### config.mk
export PLATFORM = sky130hd
export DESIGN_NAME = jtopll_wrseq
export DESIGN_NICKNAME = d
export VERILOG_FILES = /design/src/rtl/jtopll_pkg.sv /design/src/rtl/jtopl_sfifo.sv /design/src/rtl/jtopll_wrseq.sv
export SDC_FILE = /design/constraint.sdc
export NUM_CORES = 1
export LEC_CHECK = 0
export ABC_AREA = 1
export BUFFER_PORTS_ARGS = -buffer_cell sky130_fd_sc_hd__buf_2
export CAP_MARGIN = 20
export CORE_MARGIN = 5
export CORE_UTILIZATION = 46
export DETAILED_ROUTE_END_ITERATION = 6
export SYNTH_ARGS = -nofsm -noshare
export SYNTH_HDL_FRONTEND = slang
export SYNTH_HIERARCHICAL = 1
export SYNTH_SLANG_ARGS = --single-unit
export TNS_END_PERCENT = 10
### constraint.sdc
create_clock -name clk -period 2.9 [get_ports clk]
set_input_delay 0.58 -clock clk [delete_from_list [all_inputs] [get_ports clk]]
set_output_delay 0.58 -clock clk [all_outputs]
set_load 0.01 [all_outputs]
### src/rtl/jtopll_pkg.sv
// Shared definitions for the JTOPLL host-side write sequencer.
package jtopll_pkg;

    // Sequencer state encoding
    localparam logic [2:0] ST_IDLE   = 3'd0;
    localparam logic [2:0] ST_ADDR   = 3'd1;
    localparam logic [2:0] ST_WAIT_A = 3'd2;
    localparam logic [2:0] ST_DATA   = 3'd3;
    localparam logic [2:0] ST_WAIT_D = 3'd4;

    typedef enum logic [2:0] {
        S_IDLE   = ST_IDLE,
        S_ADDR   = ST_ADDR,
        S_WAIT_A = ST_WAIT_A,
        S_DATA   = ST_DATA,
        S_WAIT_D = ST_WAIT_D
    } state_t;

    // Chip wait times in cen ticks after an address / data write
    localparam int OPLL_AW_WAIT = 12;
    localparam int OPLL_DW_WAIT = 84;

    // Width needed to hold the larger of two wait values (at least one bit)
    function automatic int wait_cw(input int aw, input int dw);
        int m;
        int w;
        m = (aw > dw) ? aw : dw;
        w = 1;
        while ((1 << w) <= m) w++;
        return w;
    endfunction

endpackage

### src/rtl/jtopl_sfifo.sv
// Small synchronous FIFO with occupancy output; read data is the current head.
module jtopl_sfifo #(
    parameter int DEPTH = 4,
    parameter int WIDTH = 16,
    localparam int PW = $clog2(DEPTH),
    localparam int LW = $clog2(DEPTH) + 1
) (
    input  logic             rst,
    input  logic             clk,
    input  logic [WIDTH-1:0] din,
    input  logic             push,
    output logic             ready,
    input  logic             pop,
    output logic [WIDTH-1:0] dout,
    output logic [LW-1:0]    level
);

    logic [WIDTH-1:0] mem [DEPTH];
    logic [PW-1:0]    wr_ptr;
    logic [PW-1:0]    rd_ptr;
    logic             wr_en;
    logic             rd_en;

    assign ready = (level < LW'(DEPTH));
    assign wr_en = push && ready;
    assign rd_en = pop && (level != '0);
    assign dout  = mem[rd_ptr];

    // Storage: data only, no reset needed
    always_ff @(posedge clk) begin
        if (wr_en) mem[wr_ptr] <= din;
    end

    // Pointers wrap naturally (DEPTH is a power of two); level tells full from empty
    always_ff @(posedge clk or posedge rst) begin
        if (rst) begin
            wr_ptr <= '0;
            rd_ptr <= '0;
            level  <= '0;
        end else begin
            if (wr_en) wr_ptr <= wr_ptr + 1'b1;
            if (rd_en) rd_ptr <= rd_ptr + 1'b1;
            case ({wr_en, rd_en})
                2'b10:   level <= level + 1'b1;
                2'b01:   level <= level - 1'b1;
                default: level <= level;
            endcase
        end
    end

endmodule

### src/rtl/jtopll_wrseq.sv
// OPLL register write sequencer: queues (reg,val) requests and issues them as
// address/data strobe pairs, honouring the chip's post-write waits in cen ticks.
module jtopll_wrseq
    import jtopll_pkg::*;
#(
    parameter int DEPTH     = 4,
    parameter int AW_WAIT   = OPLL_AW_WAIT,
    parameter int DW_WAIT   = OPLL_DW_WAIT,
    parameter int SKIP_SAME = 1,
    localparam int LW = $clog2(DEPTH) + 1
) (
    input  logic          rst,
    input  logic          clk,
    input  logic          cen,
    input  logic [7:0]    req_reg,
    input  logic [7:0]    req_val,
    input  logic          req_valid,
    output logic          req_ready,
    output logic          write,
    output logic          addr,
    output logic [7:0]    dout,
    output logic          busy,
    output logic [LW-1:0] level
);

    localparam int CW = wait_cw(AW_WAIT, DW_WAIT);

    state_t        state;
    logic [CW-1:0] cnt;
    logic [7:0]    cur_reg;
    logic [7:0]    cur_val;
    logic [7:0]    last_reg;
    logic          last_vld;
    logic [15:0]   head;
    logic          pop;
    logic          skip_addr;

    jtopl_sfifo #(
        .DEPTH (DEPTH),
        .WIDTH (16)
    ) u_fifo (
        .rst   (rst),
        .clk   (clk),
        .din   ({req_reg, req_val}),
        .push  (req_valid),
        .ready (req_ready),
        .pop   (pop),
        .dout  (head),
        .level (level)
    );

    // A new entry starts only from IDLE with the wait fully elapsed
    assign pop       = (state == S_IDLE) && (level != '0) && (cnt == '0);
    assign skip_addr = (SKIP_SAME != 0) && last_vld && (head[15:8] == last_reg);
    assign busy      = (level != '0) || (state != S_IDLE);

    // Sequencer: strobes are registered and last one clk; addr/dout hold between strobes
    always_ff @(posedge clk or posedge rst) begin
        if (rst) begin
            state    <= S_IDLE;
            cnt      <= '0;
            cur_reg  <= '0;
            cur_val  <= '0;
            last_reg <= '0;
            last_vld <= 1'b0;
            write    <= 1'b0;
            addr     <= 1'b0;
            dout     <= '0;
        end else begin
            write <= 1'b0;
            case (state)
                S_IDLE: begin
                    if (pop) begin
                        cur_reg <= head[15:8];
                        cur_val <= head[7:0];
                        state   <= skip_addr ? S_DATA : S_ADDR;
                    end
                end
                S_ADDR: begin
                    write    <= 1'b1;
                    addr     <= 1'b0;
                    dout     <= cur_reg;
                    last_reg <= cur_reg;
                    last_vld <= 1'b1;
                    cnt      <= CW'(AW_WAIT);
                    state    <= S_WAIT_A;
                end
                S_WAIT_A: begin
                    if (cnt == '0)  state <= S_DATA;
                    else if (cen)   cnt   <= cnt - 1'b1;
                end
                S_DATA: begin
                    write <= 1'b1;
                    addr  <= 1'b1;
                    dout  <= cur_val;
                    cnt   <= CW'(DW_WAIT);
                    state <= S_WAIT_D;
                end
                S_WAIT_D: begin
                    if (cnt == '0)  state <= S_IDLE;
                    else if (cen)   cnt   <= cnt - 1'b1;
                end
                default: state <= S_IDLE;
            endcase
        end
    end

endmodule

# After elaboration in Yosys (flattened, before gate mapping)
# Memories as Yosys holds them, arrays and structs flattened.
# Index checks and enable logic that the tools add are counted.
[classes] n_addsub=5 muxes=14 n_reduce_logical=18 magnitude_cmp=1 n_eq_ne=12
[ops] cell="one-hot mux 7 bit (3 select lines)" n=1
[ops] cell="one-hot mux 8 bit (2 select lines)" n=1
[ops] cell="one-hot mux 3 bit (5 select lines)" n=1
[ops] cell="2-to-1 mux 7 bit" n=2
[ops] cell="2-to-1 mux 3 bit" n=3
[ops] cell="nonzero test 3 bit" n=3
[ops] cell="== test 8 bit" n=1
[ops] cell="zero test 7 bit" n=1
[ops] cell="subtractor 7 x 1 -> 7 bit, second input constant" n=1
[ops] cell="== test 3 x 2 -> 1 bit, second input constant" n=2
[ops] cell="inequality test 2 bit, second input constant" n=3
[ops] cell="one-hot mux 3 bit (2 select lines)" n=1
[ops] cell="AND reduction 3 bit" n=2
[ops] cell="logical AND 1 bit" n=5
[ops] cell="adder 2 x 1 -> 2 bit, second input constant" n=2
[ops] cell="inequality test 2 x 1 -> 1 bit, second input constant" n=2
[ops] cell="nonzero test 2 bit" n=2
[ops] cell="OR reduction 2 bit" n=2
[ops] cell="adder 3 x 1 -> 3 bit, second input constant" n=1
[ops] cell="== test 3 x 1 -> 1 bit, second input constant" n=1
[ops] cell="== test 3 bit, second input constant" n=1
[ops] cell="zero test 3 bit" n=1
[ops] cell="less-than comparator 3 bit, second input constant" n=1
[ops] cell="2-to-1 mux 1 bit" n=3
[ops] cell="other kinds (7)" n=7
[word_totals] ram_bits=64 word_cells=63 output_inout_bits=15 memories=1 register_bits=52
[mem_list] memory="u_fifo.mem" words=4 width=16 read_ports=1 rd_ports_with_merged_regs=0 wr=1 line="jtopl_sfifo.sv:18" source="logic [WIDTH-1:0] mem [DEPTH];"

# Logic depth before layout (Yosys ltp)
# Gate-level depths: netlist (run 1).
[depth] depth_word=6 ltp_mapped=16 ltp_nobuf=16

# Modules after synthesis
# Netlist (run 1), hierarchy kept.
[modules_own_cells] mod="jtopl_sfifo" area_per_inst_um2=3009.1 n_inst=1 cells_per_inst=243 seq_area_each_um2=2097.0
[modules_own_cells] mod="jtopll_wrseq" area_per_inst_um2=2127.0 n_inst=1 cells_per_inst=256 seq_area_each_um2=1126.1

# Least setup slack after synthesis (run 1)
# Ideal clock, no wire load.
[synth_timing] path_type="reg-to-reg" start="register cnt[0]" end="register u_fifo.level[2]" arrival_ns=2.063 n_path_buf=0 required_time_ns=2.783 setup_ns=0.117 stages_incl_launch_ff=16 slack_ns=0.720 path_cell_list="dfrtp_1 -> inv_1 -> ha_1 -> nand3_2 -> nor2_2 -> nand2_2 -> inv_2 -> nand2_1 -> inv_1 -> ha_1 -> inv_1 -> fa_1 -> nand2_1 -> nand3_1 -> nand2_1 -> nand2_1"
[synth_via] elab_chain_cells=5 word_cells_on_any_way=7 classes_between="2 x eq/ne; 1 x mux; 4 x reduce/logical"
[synth_rtl] item="from (decl)" line="jtopll_wrseq.sv:29" source="logic [CW-1:0] cnt;"
[synth_rtl] item="from (signal assigned)" line="jtopll_wrseq.sv:85" source="cnt <= CW'(AW_WAIT);"
[synth_rtl] item="from (signal assigned)" line="jtopll_wrseq.sv:90" source="else if (cen) cnt <= cnt - 1'b1;"
[synth_rtl] item="from (signal assigned)" line="jtopll_wrseq.sv:96" source="cnt <= CW'(DW_WAIT);"
[synth_rtl] item="zero test 7 bit *" line="jtopll_wrseq.sv:53" source="assign pop = (state == S_IDLE) && (level != '0) && (cnt == '0);"
[synth_rtl] item="logical AND 1 bit *" line="jtopll_wrseq.sv:53"
[synth_rtl] item="named net pop" line="jtopll_wrseq.sv:35" source="logic pop;"
[synth_rtl] item="logical AND 1 bit *" line="jtopl_sfifo.sv:26" source="assign rd_en = pop && (level != '0);"
[synth_rtl] item="named net u_fifo.rd_en" line="jtopl_sfifo.sv:22" source="logic rd_en;"
[synth_rtl] item="== test 2 x 1 -> 1 bit / == test 2 bit (equally long branches)" line="jtopl_sfifo.sv:43" source="case ({wr_en, rd_en})"
[synth_rtl] item="one-hot mux 3 bit (2 select lines) / nonzero test 2 bit (equally long branches)"
[synth_rtl] item="to (signal assigned)" line="jtopl_sfifo.sv:44" source="2'b10: level <= level + 1'b1;"
[synth_rtl] item="to (signal assigned)" line="jtopl_sfifo.sv:45" source="2'b01: level <= level - 1'b1;"
[synth_rtl] item="to (signal assigned)" line="jtopl_sfifo.sv:46" source="default: level <= level;"
[synth_rtl] item="to (decl)" line="jtopl_sfifo.sv:15" source="output logic [LW-1:0] level"
# The timed path passes the listed nets; every way through them passes the cells marked *.
# A chain may end at the register's enable or synchronous reset.

# Worst setup path after layout (run 1)
# Same ends and word-level chain as after synthesis.

==> results.ini, run 1 <==
[global_route]
grt.overflow.total=0
grt_pass1_vias=3412
grt_util_all_layers=0.167
antenna_found_initial=0
grt_pass1_wl_um=16900
grt_max_degree=35

[pwr]
ir_worst_vdd_v=0.000605
p_leak_nw=2.83
p_per_area_mw_per_mm2=1080

[finish]
top_register=u_fifo/mem
layout_common_cells=160 x nand2_1, 76 x inv_1, 64 x edfxtp_1
antenna_cells=0
drive_above_1_share=0.165
syn_to_final_growth_pct=17.5
layout_commonest_cell=nand2_1
largest_register_ff_count=64
final_cells=703
fin_area_mm2=0.00604
utilization=0.554
final_nets=578

[critical_path]
worstSetupEndpointType=flip-flop
crit_path_start_kind=flip-flop
critPathKind=flip-flop to flip-flop
cp.arrival_ps=2810
cp.required_ps=3310
path_max_fanout=11

[timing]
slew_violations=0
tightest_slew_ps=540
min_period_over_period=0.829
tns_ps=0
post-route-min-period_ps=2410
whs_ps=272
hold_viol_final=0
fmax_mhz=416
setup_violations=0
rsz0062_at_grt=false
max-slew-margin-rel=0.639
skew_ps=8.51

[clock_network]
clkTransAtPathRegs_ps=50
clock_sinks=116
clk_latency_ps=520
cts-root-buf=clkbuf_8
clockBufferDepth=2
cts_setup_buffers=0
cts-htree-levels=4
cts_tree=built
numCtsBuffers=17

[floorplan]
coreArea_mm2=0.0109
dieArea_mm2=0.0134
rows=38
dieHeight_um=116
die_width_um=116
start_util=0.472
ioPinCount=35

[synthesis]
netlist_top_cells_area=edfxtp_1 37%, dfrtp_1 25%, nand2_1 12%, inv_1 5.6%, o211ai_1 4.5%
syn_area_mm2=0.00514
synth.largest_area_cell=edfxtp_1
yosysWarningCount=6
ys_ff_latch=116
synth_seq_area_share=0.628
synth_cells=499
synth_top_area_share=0.374
syn_avg_cell_area_um2=10.3
syn-num-nets=527
synthDistinctLibCells=30

[drt]
viasPerCell=4.90
drtAntennaViolNets=0
wl_um=9960
vias=3446
wl_per_cell_um=14.2
drcViolationCount=0
drt-initial-drc-count=222
drt-pass1-iter-count=4

[placed_design]
portBuffers=34
dpl_cell_area_mm2=0.00546
gp_congestion=0.789
hpwl_um=6670
place_inst=670

[min_path]
worstHoldPathType=input port to flip-flop

[outcome]
outcome=finished clean

[flow_run]
cap_violations=0

[layout make-up]
class / count / area, µm²
flip-flops and latches: 116 / 3220
clock inverters: 7 / 108
fillers: 930 / 4850
well taps: 140 / 175
clock buffers: 25 / 464
inverters: 81 / 304
multi-input cells: 288 / 1480
repair buffers: 46 / 283
[final timing paths]
check / startpoint / endpoint / slack [ps] / cells after the start
worst min-delay path: req_val[3] / u_fifo/mem[0][3] / 270 / 1
max in group asynchronous: rst / cur_reg[6] / 1740 / 5
worst max register to register: cnt[0] / u_fifo/level[2] / 490 / 15
min in group asynchronous: rst / cnt[1] / 560 / 3
worst min register to register: last_vld / last_vld / 460 / 2
worst max-delay path: cnt[0] / u_fifo/level[2] / 490 / 15
[cells in the mapped netlist]
| library cell | n |
|---|---|
| nand2_1 | 160 |
| inv_1 | 77 |
| edfxtp_1 | 64 |
| dfrtp_1 | 52 |
| o211ai_1 | 31 |
| nand3_1 | 29 |
| o21ai_0 | 13 |
| nor2_1 | 12 |
| o21ai_2 | 8 |
| buf_6 | 7 |
| ha_1 | 7 |
| nand4_1 | 5 |
| inv_2 | 4 |
| buf_4 | 3 |
| nor2_2 | 3 |
| o21ai_1 | 3 |
| a21oi_1 | 2 |
| buf_2 | 2 |
| nand2_2 | 2 |
| nor2_4 | 2 |
| o211ai_2 | 2 |
| xnor2_1 | 2 |
| xor2_1 | 2 |
| clkbuf_1 | 1 |
| clkbuf_8 | 1 |
| fa_1 | 1 |
| nand2_4 | 1 |
| nand3_2 | 1 |
| nand3_4 | 1 |
| nor3_1 | 1 |
[worst max-delay path: stages (launching register included)]
cell and delay, ps:
dfrtp_1 380, inv_1 150, ha_1 220, nand3_2 90, nor2_2 170, nand2_2 90
inv_2 150, nand2_1 90, inv_1 60, ha_1 150, inv_1 60, fa_1 380
nand2_1 110, nand3_1 80, nand2_1 60, nand2_1 40
[stage by stage]
stage,worst slack (ps),power (mW)
global route,323,7.00
detailed placement,554,4.54
global placement,627,4.47
finish,495,6.52
CTS,500,6.59
floorplan,720,4.05
[logic make-up (layout without fill, tap and decap cells)]
kind of cell    Yosys count  in the layout  synth area share
flops                   116            116             0.628
fa+ha+maj                 8              8            0.0209
simple gates            217            217             0.179
compound gates           59             59            0.0814
xor+xnor                  4              4           0.00682
buf+inv                  95            159            0.0843
[metal layers]
layer	track usage	part of all wire	routed length, µm	vias up
met5	0	0	0	-
met1	0.218	0.46	4550	1625
met4	0.0619	0.013	131	0
met3	0.0574	0.044	442	13
li1	-	-	-	1746
met2	0.262	0.49	4830	62
[where the power goes]
group	total (mW)	leakage (nW)	internal, mW	switching, mW
sequential	2.45	1.24	2.22	0.230
clock	2.01	0.279	1.34	0.665
combinational	2.06	1.31	0.700	1.36
[what timing repair did]
action | in CTS | in global routing
hold buffers | 1 | 0
endpoints found under the setup margin | 0 | 0
endpoints found under the hold margin | 14 | 0
gates resized for setup | 0 | 0
No activity file was read; power rests on OpenSTA's default activity.
==> inputs of run 2 (changes only) <==
==> constraint.sdc (replaced) <==
create_clock -name clk -period 2.4 [get_ports clk]
set_input_delay 0.48 -clock clk [delete_from_list [all_inputs] [get_ports clk]]
set_output_delay 0.48 -clock clk [all_outputs]
set_load 0.01 [all_outputs]
==> results.ini, run 2 (synthesis results as in run 1) <==
[outcome]
outcome=finished clean  ; unchanged

[floorplan]
start_util=0.472  ; unchanged
dieArea_mm2=0.0134  ; unchanged
ioPinCount=35  ; unchanged
rows=38  ; unchanged
dieHeight_um=116  ; unchanged
die_width_um=116  ; unchanged
coreArea_mm2=0.0109  ; unchanged

[pwr]
p_per_area_mw_per_mm2=1330  ; was 1080 mW/mm²
p_leak_nw=2.83  ; about the same
ir_worst_vdd_v=0.000707  ; was 0.000605 V

[critical_path]
critPathKind=flip-flop to flip-flop  ; unchanged
path_cells=inv_1 -> ha_2 -> nand3_2 -> nor2_4 -> nand2_2 -> inv_2 -> nand2_1 -> inv_1 -> ha_1 -> inv_1 -> fa_1 -> nand2_1 -> nand3_1 -> nand2_1 -> nand2_1  ; was inv_1 -> ha_1 -> nand3_2 -> nor2_2 -> nand2_2 -> inv_2 -> nand2_1 -> inv_1 -> ha_1 -> inv_1 -> fa_1 -> nand2_1 -> nand3_1 -> nand2_1 -> nand2_1
path_max_fanout=5  ; was 11
worstSetupEndpointType=flip-flop  ; unchanged
cp.required_ps=2810  ; was 3310 ps
cp.arrival_ps=2640  ; was 2810 ps
startpoint=cnt[1]  ; was cnt[0]
rr_startpoint=cnt[1]  ; was cnt[0]
crit_family=adder cells  ; unchanged
cpMaxStageDelayCell=dfrtp_1  ; unchanged
max_stage_delay_ps=380  ; about the same
cpMostUsedCell=nand2_1  ; unchanged
cp_num_buf_inv=4  ; unchanged
crit_path_start_kind=flip-flop  ; unchanged

[global_route]
grt_max_degree=36  ; was 35
grt_util_all_layers=0.163  ; was 0.167
antenna_found_initial=0  ; unchanged
grt.overflow.total=0  ; unchanged
grt_pass1_wl_um=16400  ; was 16,900 µm
grt_pass1_vias=3328  ; was 3,412

[clock_network]
cts_setup_buffers=0  ; unchanged
cts-htree-levels=4  ; unchanged
cts_tree=built  ; unchanged
clkTransAtPathRegs_ps=50  ; about the same
clk_latency_ps=520  ; about the same
numCtsBuffers=17  ; unchanged
cts-root-buf=clkbuf_8  ; unchanged
clock_sinks=116  ; unchanged
clockBufferDepth=2  ; unchanged

[placed_design]
dpl_cell_area_mm2=0.00544  ; was 0.00546 mm²
hpwl_um=6510  ; was 6670 µm
gp_congestion=0.765  ; was 0.789
portBuffers=34  ; unchanged
place_inst=670  ; unchanged

[finish]
antenna_cells=0  ; unchanged
largest_register_ff_count=64  ; unchanged
drive_above_1_share=0.172  ; was 0.165
fin_area_mm2=0.00606  ; was 0.00604 mm²
final_nets=578  ; unchanged
layout_common_cells=160 x nand2_1, 75 x inv_1, 64 x edfxtp_1  ; was 160 x nand2_1, 76 x inv_1, 64 x edfxtp_1
top_register=u_fifo/mem  ; unchanged
final_cells=703  ; unchanged
layout_commonest_cell=nand2_1  ; unchanged
syn_to_final_growth_pct=18.1  ; was 17.5%

[drt]
drtAntennaViolNets=0  ; unchanged
vias=3394  ; was 3,446
drcViolationCount=0  ; unchanged
wl_um=9660  ; was 9960 µm
viasPerCell=4.83  ; was 4.90
wl_per_cell_um=13.7  ; was 14.2 µm
drt-initial-drc-count=233  ; was 222
drt-pass1-iter-count=4  ; unchanged

[timing]
rsz0062_at_grt=false  ; unchanged
tightest_slew_ps=905  ; was 540 ps
slew_violations=0  ; unchanged
max-slew-margin-rel=0.393  ; was 0.639
skew_ps=9.05  ; was 8.51 ps
post-route-min-period_ps=2230  ; was 2410 ps
setup_violations=0  ; unchanged
min_period_over_period=0.930  ; was 0.829
hold_viol_final=0  ; unchanged
tns_ps=0  ; unchanged
fmax_mhz=448  ; was 416 MHz

[min_path]
worstHoldPathType=input port to flip-flop  ; unchanged
hold_start=req_reg[4]  ; was req_val[3]

[flow_run]
cap_violations=0  ; unchanged

run 2: cell types whose count changed in the layout (fill, tap and decap cells not counted), sizes merged:
| cell | change |
|---|---|
| bufinv | +2 |
| clkbuf | -4 |
| clkinvlp | +2 |
run 2: final timing paths:
kind / endpoint / slack [ps] / depth (start not counted)
setup reg to reg: u_fifo/level[2] / 170 / 15
min in group asynchronous: u_fifo/wr_ptr[1] / 470 / 3
hold reg to reg: last_vld / 470 / 2
max in group asynchronous: cur_val[3] / 1180 / 4
setup / recovery: u_fifo/level[2] / 170 / 15
hold / removal: u_fifo/mem[0][12] / 170 / 1
run 2: through the flow:
step	power, mW	worst slack (ps)	hold slack, ps	utilization
5_1_grt	8.64	26.2	158	0.557
4_1_cts	8.13	129	144	0.556
3_3_place_gp	5.41	242	437	0.499
6_report	8.06	167	172	0.557
2_1_floorplan	4.90	220	283	-
3_5_place_dp	5.49	147	439	0.499
run 2: repair_timing:
item / CTS / global route
setup endpoints to repair: 0 / 1
hold endpoints to repair: 7 / 0
hold buffers: 1 / 0
resized for setup: 0 / 3
run 2: area by class of cell:
type,count,area [µm²]
tap,140,175
multi-input combinational,288,1490
sequential,116,3220
timing repair buffer,46,263
inverter,81,304
fill,924,4820
clock buffer,21,429
clock inverter,11,183
run 2: worst register-to-register path: cells and delay by family, from the launching register on:
kind / cells / cell delay (ps)
and+or+nand+nor: 8 / 660
buffers and inverters: 4 / 330
adders and majority gates: 3 / 750
DFF: 1 / 380
run 2: power breakdown:
| group | total, mW | internal, mW | leakage, nW | switching, mW |
|---|---|---|---|---|
| clock | 2.61 | 1.78 | 0.291 | 0.835 |
| combinational | 2.48 | 0.853 | 1.30 | 1.63 |
| sequential | 2.96 | 2.69 | 1.24 | 0.278 |
| total | 8.06 | 5.32 | 2.83 | 2.74 |
run 2: routing by layer:
metal  vias to the layer above  wire length (µm)  global-route usage
li1                       1735                 -                   -
met1                      1590              4600               0.212
met2                        56              4500               0.257
met3                        13               430              0.0454
met4                         0               127              0.0704
met5                         -                 0                   0
